File: config.mk
export PLATFORM = sky130hd
export DESIGN_NAME = regfile_wb_arbiter
export DESIGN_NICKNAME = d
export VERILOG_FILES = /design/src/rtl/regfile_wb_arbiter.sv
export SDC_FILE = /design/constraint.sdc
export NUM_CORES = 1
export LEC_CHECK = 0
export BUFFER_PORTS_ARGS = -buffer_cell sky130_fd_sc_hd__buf_2
export CAP_MARGIN = 20
export CORE_ASPECT_RATIO = 0.5
export CORE_MARGIN = 2
export CORE_UTILIZATION = 25
export CTS_CLUSTER_DIAMETER = 120
export CTS_CLUSTER_SIZE = 20
export DETAILED_ROUTE_END_ITERATION = 6
export GPL_ROUTABILITY_DRIVEN = 0
export PLACE_DENSITY_LB_ADDON = 0.12
export SYNTH_ARGS = -nofsm -noshare
export SYNTH_HDL_FRONTEND = slang
export SYNTH_SLANG_ARGS = --single-unit
File: constraint.sdc
create_clock -name clk -period 4.13 [get_ports clk]
set_clock_uncertainty 0.15 [all_clocks]
set_input_delay 0.2065 -clock clk [delete_from_list [all_inputs] [get_ports clk]]
set_output_delay 0.2065 -clock clk [all_outputs]
set_load 0.005 [all_outputs]
File: src/rtl/regfile_wb_arbiter.sv
// Arbitrates RegFile writeback between the pipeline and a 2-entry FIFO of multicycle results,
// with starvation forcing, address-0 suppression, read bypass and FIFO hazard flags.
module regfile_wb_arbiter #(
  parameter int REG_ADDR_LEN = 5,
  parameter int REG_LENGTH   = 32,
  parameter int STARVE_LIM   = 4
) (
  input  logic                    clk,
  input  logic                    rst,
  input  logic                    p_we,
  input  logic [REG_ADDR_LEN-1:0] p_addr,
  input  logic [REG_LENGTH-1:0]   p_data,
  output logic                    p_stall,
  input  logic                    m_valid,
  output logic                    m_ready,
  input  logic [REG_ADDR_LEN-1:0] m_addr,
  input  logic [REG_LENGTH-1:0]   m_data,
  output logic                    we,
  output logic [REG_ADDR_LEN-1:0] wAddr,
  output logic [REG_LENGTH-1:0]   wData,
  input  logic [REG_ADDR_LEN-1:0] regaAddr,
  input  logic [REG_ADDR_LEN-1:0] regbAddr,
  input  logic [REG_LENGTH-1:0]   regaRf,
  input  logic [REG_LENGTH-1:0]   regbRf,
  output logic [REG_LENGTH-1:0]   regaData,
  output logic [REG_LENGTH-1:0]   regbData,
  output logic                    hazA,
  output logic                    hazB
);

  logic [REG_ADDR_LEN-1:0] r_mem_addr [2];
  logic [REG_LENGTH-1:0]   r_mem_data [2];
  logic                    r_wr_ptr;
  logic                    r_rd_ptr;
  logic [1:0]              r_count;
  logic [3:0]              r_wait_cnt;

  logic                    w_nonempty;
  logic                    w_full_tail;
  logic                    w_tail_idx;
  logic                    w_force;
  logic                    w_push;
  logic                    w_pop;
  logic                    w_sel_vld;
  logic [REG_ADDR_LEN-1:0] w_sel_addr;
  logic [REG_LENGTH-1:0]   w_sel_data;
  logic                    w_we;

  function automatic logic [REG_LENGTH-1:0] bypass(
    input logic                    wr_en,
    input logic [REG_ADDR_LEN-1:0] wr_addr,
    input logic [REG_LENGTH-1:0]   wr_data,
    input logic [REG_ADDR_LEN-1:0] rd_addr,
    input logic [REG_LENGTH-1:0]   rd_rf
  );
    return (wr_en && (wr_addr == rd_addr) && (rd_addr != '0)) ? wr_data : rd_rf;
  endfunction

  assign w_nonempty  = (r_count != 2'd0);
  assign w_full_tail = (r_count == 2'd2);
  assign w_tail_idx  = ~r_rd_ptr;
  assign w_force     = (r_wait_cnt == 4'(STARVE_LIM));
  assign m_ready     = !rst && (r_count < 2'd2);
  assign w_push      = m_valid && m_ready;

  always_comb begin
    w_pop      = 1'b0;
    w_sel_vld  = 1'b0;
    w_sel_addr = '0;
    w_sel_data = '0;
    p_stall    = 1'b0;
    if (!rst) begin
      if (w_force && w_nonempty) begin
        w_pop      = 1'b1;
        w_sel_vld  = 1'b1;
        w_sel_addr = r_mem_addr[r_rd_ptr];
        w_sel_data = r_mem_data[r_rd_ptr];
        p_stall    = p_we;
      end else if (p_we) begin
        w_sel_vld  = 1'b1;
        w_sel_addr = p_addr;
        w_sel_data = p_data;
      end else if (w_nonempty) begin
        w_pop      = 1'b1;
        w_sel_vld  = 1'b1;
        w_sel_addr = r_mem_addr[r_rd_ptr];
        w_sel_data = r_mem_data[r_rd_ptr];
      end
    end
  end

  // Writes to address 0 still consume the request but never reach the RegFile.
  assign w_we  = w_sel_vld && (w_sel_addr != '0);
  assign we    = w_we;
  assign wAddr = w_we ? w_sel_addr : '0;
  assign wData = w_we ? w_sel_data : '0;

  assign regaData = bypass(w_we, wAddr, wData, regaAddr, regaRf);
  assign regbData = bypass(w_we, wAddr, wData, regbAddr, regbRf);

  assign hazA = !rst && (regaAddr != '0) &&
                ((w_nonempty  && (r_mem_addr[r_rd_ptr]   == regaAddr)) ||
                 (w_full_tail && (r_mem_addr[w_tail_idx] == regaAddr)));
  assign hazB = !rst && (regbAddr != '0) &&
                ((w_nonempty  && (r_mem_addr[r_rd_ptr]   == regbAddr)) ||
                 (w_full_tail && (r_mem_addr[w_tail_idx] == regbAddr)));

  always_ff @(posedge clk) begin
    if (rst) begin
      r_wr_ptr   <= 1'b0;
      r_rd_ptr   <= 1'b0;
      r_count    <= 2'd0;
      r_wait_cnt <= 4'd0;
    end else begin
      if (w_push) r_wr_ptr <= ~r_wr_ptr;
      if (w_pop)  r_rd_ptr <= ~r_rd_ptr;
      case ({w_push, w_pop})
        2'b10:   r_count <= r_count + 2'd1;
        2'b01:   r_count <= r_count - 2'd1;
        default: r_count <= r_count;
      endcase
      if (!w_nonempty || w_pop)
        r_wait_cnt <= 4'd0;
      else if (!w_force)
        r_wait_cnt <= r_wait_cnt + 4'd1;
    end
  end

  // FIFO storage carries data only; validity comes from the pointers and count.
  always_ff @(posedge clk) begin
    if (w_push) begin
      r_mem_addr[r_wr_ptr] <= m_addr;
      r_mem_data[r_wr_ptr] <= m_data;
    end
  end

endmodule

* Word-level counts from Yosys, hierarchy flattened *
Memories as Yosys holds them, arrays and structs flattened. A register that Yosys moved wholly into a read port is not among the register bits.
Cells that the tools add are included.

storage, ports and cells
  register bits = 8
  memories = 2
  memory bits (writable) = 74
  input port bits = 152
  output and inout bits = 106

memory list
  name        words  width  rd ports  clocked after Yosys merged registers in  write ports  RTL line  source
  r_mem_data  2      32     1         1                                        1            32        logic [REG_LENGTH-1:0] r_mem_data [2];
  r_mem_addr  2      5      2         1                                        1            31        logic [REG_ADDR_LEN-1:0] r_mem_addr [2];

operators by class
  eq/ne operators = 10
  reductions and logical operators = 27
  magnitude comparators = 1
  mux-type cells = 28
  $add $sub $neg = 3
  bitwise operators = 2

operator list
  cell                                                  number
  two-way mux 32 bit                                    7
  equality test 5 bit                                   6
  two-way mux 5 bit                                     5
  logical AND 1 bit                                     16
  two-way mux 1 bit                                     15
  nonzero test 5 bit                                    3
  adder 4 x 1 -> 4 bit (second input constant)          1
  equality test 2 bit (second input constant)           2
  equality test 4 x 3 -> 1 bit (second input constant)  1
  case mux 2 bit (2 select lines)                       1
  nonzero test 2 bit                                    2
  logical OR 1 bit                                      3
  adder 2 x 1 -> 2 bit (second input constant)          1
  equality test 2 x 1 -> 1 bit (second input constant)  1
  zero test 1 bit                                       2
  < comparator 2 bit (second input constant)            1
  inverter 1 bit                                        2
  OR reduction 2 bit                                    1
  subtractor 2 x 1 -> 2 bit (second input constant)     1

* Logic depth before layout (Yosys ltp) *
  depth after elaboration = 12
  gate-level depth with buffers = 11

* Worst setup path before layout *
No wires, ideal clock.

  path kind = input port to flip-flop
  start = in rst
  end = mem r_mem_addr[0][0], enable pin
  arrival time = 2270 ps
  setup slack = 1279 ps
  setup time = 431 ps
  path buffers = 1
  stages on the path = 4
  path through = clkbuf_1 -> nor2_1 -> nand2_1 -> nor2_1

on the way
  cells in the longest elaborated chain, start to end = 5

RTL lines
  element                                  RTL line  source
  start: declaration                       9         input logic rst,
  zero test 1 bit                          63        assign m_ready = !rst && (r_count < 2'd2);
  logical AND 1 bit                        63
  via m_ready                              15        output logic m_ready,
  logical AND 1 bit                        64        assign w_push = m_valid && m_ready;
  two-way mux 1 bit                        131       if (w_push) begin
  two-way mux 1 bit (implied by the code)  132       r_mem_addr[r_wr_ptr] <= m_addr;
  end: declaration                         31

The timed path passes the listed nets, and every way through them passes these cells.

* Worst setup path after layout *
  start = reg r_wait_cnt[0]
  end = out regaData[13]

on the way
  cells in the longest elaborated chain, start to end = 11
  elaborated cells on any way between the ends = 16
  classes of those cells = 2 x eq/ne; 9 x mux; 5 x reduce/logical

RTL lines
  element                           RTL line  source
  start: declaration                36        logic [3:0] r_wait_cnt;
  start signal: assignment          125       r_wait_cnt <= r_wait_cnt + 4'd1;
  equality test 4 x 3 -> 1 bit (*)  62        assign w_force = (r_wait_cnt == 4'(STARVE_LIM));
  logical AND 1 bit (*)             73        if (w_force && w_nonempty) begin
  two-way mux 5 bit                 73
  two-way mux 5 bit                 72        if (!rst) begin
  nonzero test 5 bit                93        assign w_we = w_sel_vld && (w_sel_addr != '0);
  logical AND 1 bit                 93
  two-way mux 5 bit                 95        assign wAddr = w_we ? w_sel_addr : '0;
  equality test 5 bit               56        return (wr_en && (wr_addr == rd_addr) && (rd_addr != '0)) ? wr_data : rd_rf;
  logical AND 1 bit (2 in series)   56
  two-way mux 32 bit (*)            56
  end: declaration                  25        output logic [REG_LENGTH-1:0] regaData,

Every way passes the cells marked *; elsewhere a longest branch is shown, timed or not.

==> results.sh <==
export IMPL_run_status="finished clean"
export IMPL_dp_hpwl_um=11910
export IMPL_synth_cell_types=37
export IMPL_grt_max_degree=38
export IMPL_critPathBufInv=3
export IMPL_h_tree_depth=3
export IMPL_coreArea_um2=18660
export IMPL_cpLargestDelayFamily="simple AND/OR/NAND/NOR gates"
export IMPL_dieHeight_um=102.2
export IMPL_netlist_area_leader_share_pct=46.08
export IMPL_track_usage_pct=14.69
export IMPL_nNetsFinal=827
export IMPL_synthTopCellsByArea="edfxtp_1 46%, mux2_2 21%, a22oi_1 5.0%"
export IMPL_yosysTopAreaCell="edfxtp_1"
export IMPL_io_pin_count=258
export IMPL_grt_pass1_wl_um=23080
export IMPL_rows=35
export IMPL_slew_limit_headroom_pct=31.25
export IMPL_portBuffers=257
export IMPL_grt_pass1_vias=4120
export IMPL_tns_ns=0
export IMPL_path_cells="inv_1 -> ha_1 -> nand3b_1 -> or2_0 -> a32oi_1 -> xor2_1 -> nand4_1 -> nor4_4 -> buf_4 -> mux2_2 -> buf_2"
export IMPL_worstPathRequired_ns=3.77
export IMPL_overflow=0
export IMPL_viasPerCell=4.399
export IMPL_finalHoldViolCount=0
export IMPL_vdd_drop_max_mv=0.1919
export IMPL_slowest_delay_ns=0.52
export IMPL_rsz0062_at_grt="no"
export IMPL_drv_slew=0
export IMPL_synth_ff_type="edfxtp_1"
export IMPL_ant_nets=0
export IMPL_fin_cells=935
export IMPL_die_area_um2=20480
export IMPL_cellPowerDensity_nw_per_um2=324.5
export IMPL_synthCells=382
export IMPL_max_freq_ghz=0.2615
export IMPL_cp_arrival_ns=3.47
export IMPL_clock_latency_ns=0.33
export IMPL_fin_crit_ns=3.824
export IMPL_cts_resized_gates=0
export IMPL_dr_pass1_iters=4
export IMPL_cts_made_buffers=9
export IMPL_worstSetupPathType="reg2out"
export IMPL_clock_sinks=83
export IMPL_synthTopCellsByCount="92 x mux2_2, 74 x edfxtp_1, 50 x nor2_1"
export IMPL_synth_edf_count=74
export IMPL_ys_seq_elements=83
export IMPL_ys_seq_area_share_pct=49.82
export IMPL_drtIter0Drc=125
export IMPL_drcViolationCount=0
export IMPL_post_cts_repair_setup_buffers=0
export IMPL_tightest_slew_ns=1.031
export IMPL_ys_warn_count=0
export IMPL_die_w_um=200.4
export IMPL_vias=4113
export IMPL_totalPowerFinal_mw=2.276
export IMPL_clk_pin_slew_worst_paths_ns=0.06
export IMPL_cts_buffer_depth=2
export IMPL_cap_violations=0
export IMPL_n_antenna_cell=0
export IMPL_syn_nets=537
export IMPL_antenna_found_initial=0
export IMPL_end_kind="output pin"
export IMPL_setup_slack_ns=0.3065
export IMPL_cts_tree="yes"
export IMPL_crit_path_max_fanout=32
export IMPL_hold_path_class="in2reg"
export IMPL_initial_core_util_pct=25.85
export IMPL_final_util_pct=37.61
export IMPL_leakagePower_nw=2.900
export IMPL_yosysMostFrequentCell="mux2_2"
export IMPL_start_kind="register"
export IMPL_wl_per_cell_um=16.49
export IMPL_synth_area_um2=4822
export IMPL_syn2layout_area_growth_pct=45.49
export IMPL_slowest_stage="a32oi_1"
export IMPL_routed_wl_um=15420
export IMPL_dp_cells=883
export IMPL_hold_buffers=37
export IMPL_dpl_worst_slack_ns=0.6783
export IMPL_post_route_period_util_pct=92.58
export IMPL_drive_gt1_share_pct=56.07
export IMPL_async_flop_share_pct=0
export IMPL_setup_viol=0
export IMPL_avgSynthCellArea_um2=12.62
export IMPL_cts_root_buf="clkbuf_16"
-- cell usage in the layout, fill, tap and decap left out, drive strengths merged, types with 5 or more instances in the layout --
cell         netlist  routed
nor3               5       5
xnor2             13      13
mux2i             10      10
buf               13     266
edfxtp            74      74
nand4              5       5
inv                8       9
clkbuf            11       9
mux2              96      96
nor2              52      52
a22oi             32      32
dfxtp              9       9
dlygate4sd3        0      37
xor2              22      22
-- layout make-up --
cell class	instances	area [µm²]
clock buffers	9	225.2
clock inverters	6	41.29
fillers	1896	11640
inverters	8	30.03
multi-input cells	267	2267
flip-flops and latches	83	2404
well taps	259	324.1
repair buffers	303	1724
-- routing by layer --
metal  routed length, µm  GRT usage (%)  up-vias
met5                   0              0        -
met4                  80          2.906        0
met3                 679          3.444        7
met2                7484          24.73       94
met1                7172          19.62     2004
li1                    -              -     2008
-- cell families after synthesis --
kind of cell / share of synthesized area (%)
adders and majority gates: 0.7785
AOI/OAI and AO/OA: 6.694
and+or+nand+nor: 8.277
xor gates and xnor gates: 6.357
DFF: 49.82
buffers and inverters: 3.581
muxes: 24.49
-- registers in the layout, summed over array words and instances, names as in the netlist, named ones only --
name / cells
r_count: 2
r_mem_addr: 10
r_wr_ptr: 1
r_rd_ptr: 1
r_mem_data: 64
r_wait_cnt: 4
-- metrics by stage --
stage          cell area, µm²  hold WS, ns
2_1_floorplan            4822       0.1554
3_3_place_gp             6379       0.2467
3_5_place_dp             6379       0.2480
4_1_cts                  7015      0.07760
5_1_grt                  7015      0.09869
6_report                 7015      0.08724
-- worst paths after layout --
check | start | endpoint | slack (ns) | depth (start not counted)
min reg2reg | r_wait_cnt[0]$_SDFFE_PP0P_ | r_wait_cnt[0]$_SDFFE_PP0P_ | 0.32 | 1
max reg2reg | r_wait_cnt[0]$_SDFFE_PP0P_ | r_count[1]$_SDFFE_PP0P_ | 1.93 | 8
max | r_wait_cnt[0]$_SDFFE_PP0P_ | regaData[13] | 0.31 | 11
min | rst | r_rd_ptr$_SDFFE_PP0P_ | 0.09 | 2
-- report_power, final --
| part | total (mW) | internal, mW | switching (mW) |
|---|---|---|---|
| clock | 0.726 | 0.404 | 0.322 |
| combinational | 0.566 | 0.283 | 0.283 |
| sequential | 0.985 | 0.958 | 0.0264 |
| total | 2.28 | 1.64 | 0.632 |
Note: power is estimated with default switching activity, not from simulation.
